### src/rtl/mig_rr_merge_pkg.sv
// mig_rr_merge_pkg: MIG native bus packing helpers and merge FSM state shared by the merge block
package mig_rr_merge_pkg;
  typedef enum logic {IDLE, BUSY} state_t;
  function automatic int req_w(input int aw, input int dw);
    return 1 + aw + dw + dw / 8;
  endfunction
  function automatic int resp_w(input int dw);
    return dw + 1;
  endfunction
endpackage

### src/rtl/mig_rr_merge_rr_arbiter.sv
// rr_arbiter: combinational round-robin or fixed-priority pick among N requests
module rr_arbiter #(
  parameter int N = 2,
  parameter int IW = 1,
  parameter int MODE = 0
) (
  input  logic [N-1:0]  req,
  input  logic [IW-1:0] ptr,
  output logic [N-1:0]  onehot,
  output logic [IW-1:0] idx,
  output logic          any
);
  // both scans let the winning position overwrite idx last
  always_comb begin
    idx = '0;
    if (MODE != 0) begin
      for (int k = 0; k < N; k++) if (req[k]) idx = IW'(k);
    end else begin
      for (int k = N - 1; k >= 0; k--) if (req[(int'(ptr) + k) % N]) idx = IW'((int'(ptr) + k) % N);
    end
  end
  assign any = |req;
  assign onehot = any ? N'(1) << idx : '0;
endmodule

### src/rtl/mig_rr_merge.sv
// mig_rr_merge: N-master to one-slave MIG bus merge with locked grants and an L2 invalidate sequencer
module mig_rr_merge
  import mig_rr_merge_pkg::*;
#(
  parameter int N_MASTERS = 2,
  parameter int ADDR_W = 30,
  parameter int DATA_W = 256,
  parameter int ARB_MODE = 0,
  localparam int REQ_W = req_w(ADDR_W, DATA_W),
  localparam int RESP_W = resp_w(DATA_W),
  localparam int GW = $clog2(N_MASTERS) + 1
) (
  input  logic                        clk,
  input  logic                        rst,
  input  logic [N_MASTERS*REQ_W-1:0]  m_req,
  output logic [N_MASTERS*RESP_W-1:0] m_resp,
  output logic [REQ_W-1:0]            s_req,
  input  logic [RESP_W-1:0]           s_resp,
  input  logic                        inv_in,
  output logic                        inv_out,
  output logic [GW-1:0]               grant,
  output logic                        busy
);
  state_t state;
  logic [GW-1:0] ptr, sel, cur;
  logic [N_MASTERS-1:0] m_valid, onehot, ready_vec;
  logic any, bubble, inv_pending, launch, done, fire;
  for (genvar i = 0; i < N_MASTERS; i++) begin : g_m
    assign m_valid[i] = m_req[i*REQ_W + REQ_W - 1];
    assign m_resp[i*RESP_W +: RESP_W] = {s_resp[RESP_W-1:1], ready_vec[i]};
  end
  rr_arbiter #(.N(N_MASTERS), .IW(GW), .MODE(ARB_MODE)) u_arb (
    .req(m_valid), .ptr(ptr), .onehot(onehot), .idx(sel), .any(any)
  );
  assign busy = state == BUSY;
  // grants stay blocked through the bubble, the pending invalidate and its pulse
  assign launch = rst && !busy && !bubble && !inv_pending && !inv_out && any;
  assign cur = busy ? grant : sel;
  assign done = (busy || launch) && s_resp[0];
  assign fire = inv_pending && (!busy || done);
  assign s_req = busy || launch ? m_req[int'(cur)*REQ_W +: REQ_W] : '0;
  assign ready_vec = !done ? '0 : busy ? N_MASTERS'(1) << grant : onehot;
  always_ff @(posedge clk or negedge rst) begin
    if (!rst) begin
      state <= IDLE;
      grant <= '0;
      ptr <= '0;
      bubble <= 1'b0;
      inv_pending <= 1'b0;
      inv_out <= 1'b0;
    end else begin
      state <= launch && !s_resp[0] ? BUSY : done ? IDLE : state;
      grant <= launch ? sel : grant;
      ptr <= done ? (cur == GW'(N_MASTERS - 1) ? '0 : cur + 1'b1) : ptr;
      bubble <= done;
      inv_out <= fire;
      inv_pending <= !fire && (inv_pending || (inv_in && !inv_out));
    end
  end
endmodule
### config.mk
export PLATFORM = sky130hd
export DESIGN_NAME = mig_rr_merge
export DESIGN_NICKNAME = d
export VERILOG_FILES = /design/src/rtl/mig_rr_merge_pkg.sv /design/src/rtl/mig_rr_merge_rr_arbiter.sv /design/src/rtl/mig_rr_merge.sv
export SDC_FILE = /design/constraint.sdc
export NUM_CORES = 1
export LEC_CHECK = 0
export BUFFER_PORTS_ARGS = -buffer_cell sky130_fd_sc_hd__buf_2
export CAP_MARGIN = 20
export CORE_AREA = 2 2 683 685
export DETAILED_ROUTE_END_ITERATION = 6
export DIE_AREA = 0 0 685 687
export SYNTH_ARGS = -nofsm -noshare
export SYNTH_HDL_FRONTEND = slang
export SYNTH_SLANG_ARGS = --single-unit
### constraint.sdc
create_clock -name clk -period 3.4 [get_ports clk]
set_input_delay 0.68 -clock clk [delete_from_list [all_inputs] [get_ports clk]]
set_output_delay 0.68 -clock clk [all_outputs]
set_load 0.005 [all_outputs]
==> qor.csv <==
metric,value,unit
status,"finished, final reports clean",
relSlewSlack,0.662,
drt_first_pass_iters,7,
die_area,0.471,mm^2
fin_util,0.0469,
setup_viol,0,
synth_nets,2509,
synth.mux.area_fraction,0.00213,
port_buffers,965,
ios,1735,
grt_pass1_vias,13000,
groute.usage.overall,0.153,
grt_antenna_before_repair,233,
cp-start-kind,flop,
drc,0,
synthAdderAreaFrac,0,
seq_area_frac_synth,0.0150,
clk_pin_slew,0.04,ns
vias,14600,
period_share,0.966,
dieWidth,685,um
grt_pass1_wl,403000,um
start_util,0.0216,
drive_gt1_frac,0.655,
critPathKind,reg -> out,
r2r-start,inv_pending,
synth_edf_count,0,
gp_congestion,1.10,
clkLatencyLatePin,0.23,ns
ff2ff_path_depth,6,
rows,250,
ys_warn_count,0,
ant_nets,0,
leakagePower,7.20,nW
pwr_density_cell,393,mW/mm^2
cts_root_buf,clkbuf_16,
post_cts_buffers,0,
hold_viol,0,
drt-initial-drc-count,1229,
synthSimpleGateAreaFrac,0.249,
finClkSkew,0.00373,ns
synth_xor_area_frac,0,
cts_buffer_depth,2,
tightest_slew,0.507,ns
gr-total-overflow,0,
cp.required,2.72,ns
maxCapViolCount,0,
fin_nets,2909,
synth_top_family_by_area,buffers and inverters,
syn_area,0.0100,mm^2
peakVddDrop,0.225,mV
synth_compound_area_frac,0.275,
startpoint,busy,
slew_violations,0,
crit_arrival,2.60,ns
die_h,687,um
wl,374000,um
cts_buffers,3,
crit_fanout,52,
cts.sinks,6,
crit_path_end_kind,output port,
layout_min_cycle_time,3.28,ns
avgSynthCellArea,6.21,um^2
h-tree-depth,1,
yosys.cell_types.count,25,
reg2reg_slack,1.82,ns
async_flop_share,1.00,
synth_ff_type,dfrtp_1,
tritoncts,built,
rsz0062_at_grt,false,
max_freq,0.304,GHz
core_area,0.463,mm^2
syn_to_final_growth,117,%
synth-seq-cells,6,
r2r_end,busy,
hpwl,362000,um
power.total,0.00852,W
wl_per_cell,45.6,um
hold_path_class,in -> async,
grt_max_degree,58,
synthCells,1611,
avgViaCountPerCell,1.78,
==> cell families after synthesis <==
family	count (synthesis)
simple gates	653
mux	2
buf+inv	622
compound gates	327
other cells	1
flops	6
==> routing by layer <==
metal / vias to the layer above / routed length [um] / share of wire / track usage
li1: 5406 / - / - / -
met2: 2352 / 166000 / 0.44 / 0.245
met1: 6082 / 98600 / 0.26 / 0.117
met4: 140 / 18500 / 0.049 / 0.0544
met5: - / 1400 / 0.0037 / 0.00908
met3: 669 / 90100 / 0.24 / 0.171
==> sequential cells by signal (all words and copies together) (netlist names) <==
register,cells
ptr,1
bubble,1
grant,1
busy,1
inv_out,1
inv_pending,1
==> worst max-delay path by stage <==
stage / cells past startpoint / endpoint / slack (ns)
global route: 7 / s_req[113] / 0.002
detailed placement: 8 / s_req[115] / -0.01
global placement: 8 / s_req[115] / 0.003
finish: 7 / s_req[110] / 0.12
floorplan: 6 / s_req[20] / 1.05
CTS: 8 / s_req[65] / 0.006
==> synthesized netlist by cell type, drive strengths merged (2+ instances only) <==
cell type  count  area [um^2]
a32o           2         20.0
clkbuf        24         90.1
a21oi        320         2690
nand2b         2         12.5
dfrtp          6          150
o21ai          2         17.5
nor3           2         10.0
inv            2         7.51
nand2        638         2390
buf          596         4480
nor2           5         18.8
nand3          2         10.0
==> cell usage in the layout, fill, tap and decap left out <==
cell and instances:
buf_2 777, nand2_1 638, a21oi_2 289, buf_12 211, diode_2 38, a21oi_1 30, buf_4 25, dfrtp_1 6
nor2_1 5, clkbuf_16 3, nor3_1 2, a32o_1 2, nand3_1 2, inv_1 2, nand2b_1 2, a21oi_4 1
a21boi_0 1, nor3b_1 1, mux2i_1 1, mux2_2 1, o221a_2 1, nor4b_4 1, o21ai_2 1, nor2b_4 1
and2b_1 1, o21a_4 1, o21ai_4 1, conb_1 1, clkbuf_4 1, buf_16 1
==> timing repair <==
item	4_1_cts	5_1_grt
resized for setup	1	2
hold buffers	0	0
endpoints found under the setup margin	1	2
==> worst max-delay path, stage by stage, from the launching register on <==
cell	delay, ns
dfrtp_1	0.58
nand2b_1	0.25
o21a_4	0.19
buf_12	0.15
buf_12	0.24
nand2_1	0.36
a21oi_2	0.29
buf_2	0.26
==> through the flow <==
stage	cells	instance area, um^2	setup WS [ns]	hold slack, ns	setup TNS (ns)
floorplan	1611	10000	1.05	0.384	0
global placement	8180	21500	0.00337	0.514	0
detailed placement	8180	21500	-0.0115	0.528	-0.0115
CTS	8183	21600	0.00648	0.283	0
global route	8213	21700	0.00234	0.285	0
finish	8221	21700	0.116	0.285	0
==> power by group <==
part | internal, W | total [W] | switching, W
clock | 0.000151 | 0.000192 | 0.0000413
combinational | 0.00272 | 0.00821 | 0.00549
sequential | 0.0000897 | 0.000116 | 0.0000258
==> layout make-up <==
class	count	area [um^2]
Fill cell	55000	441000
Timing Repair Buffer	1015	8340
Tap cell	6174	7720
Multi-Input combinational cell	983	5300
Sequential cell	6	150
Antenna cell	38	95.1
Clock buffer	3	75.1
Inverter	2	7.51
(Power assumes the default switching activity.)
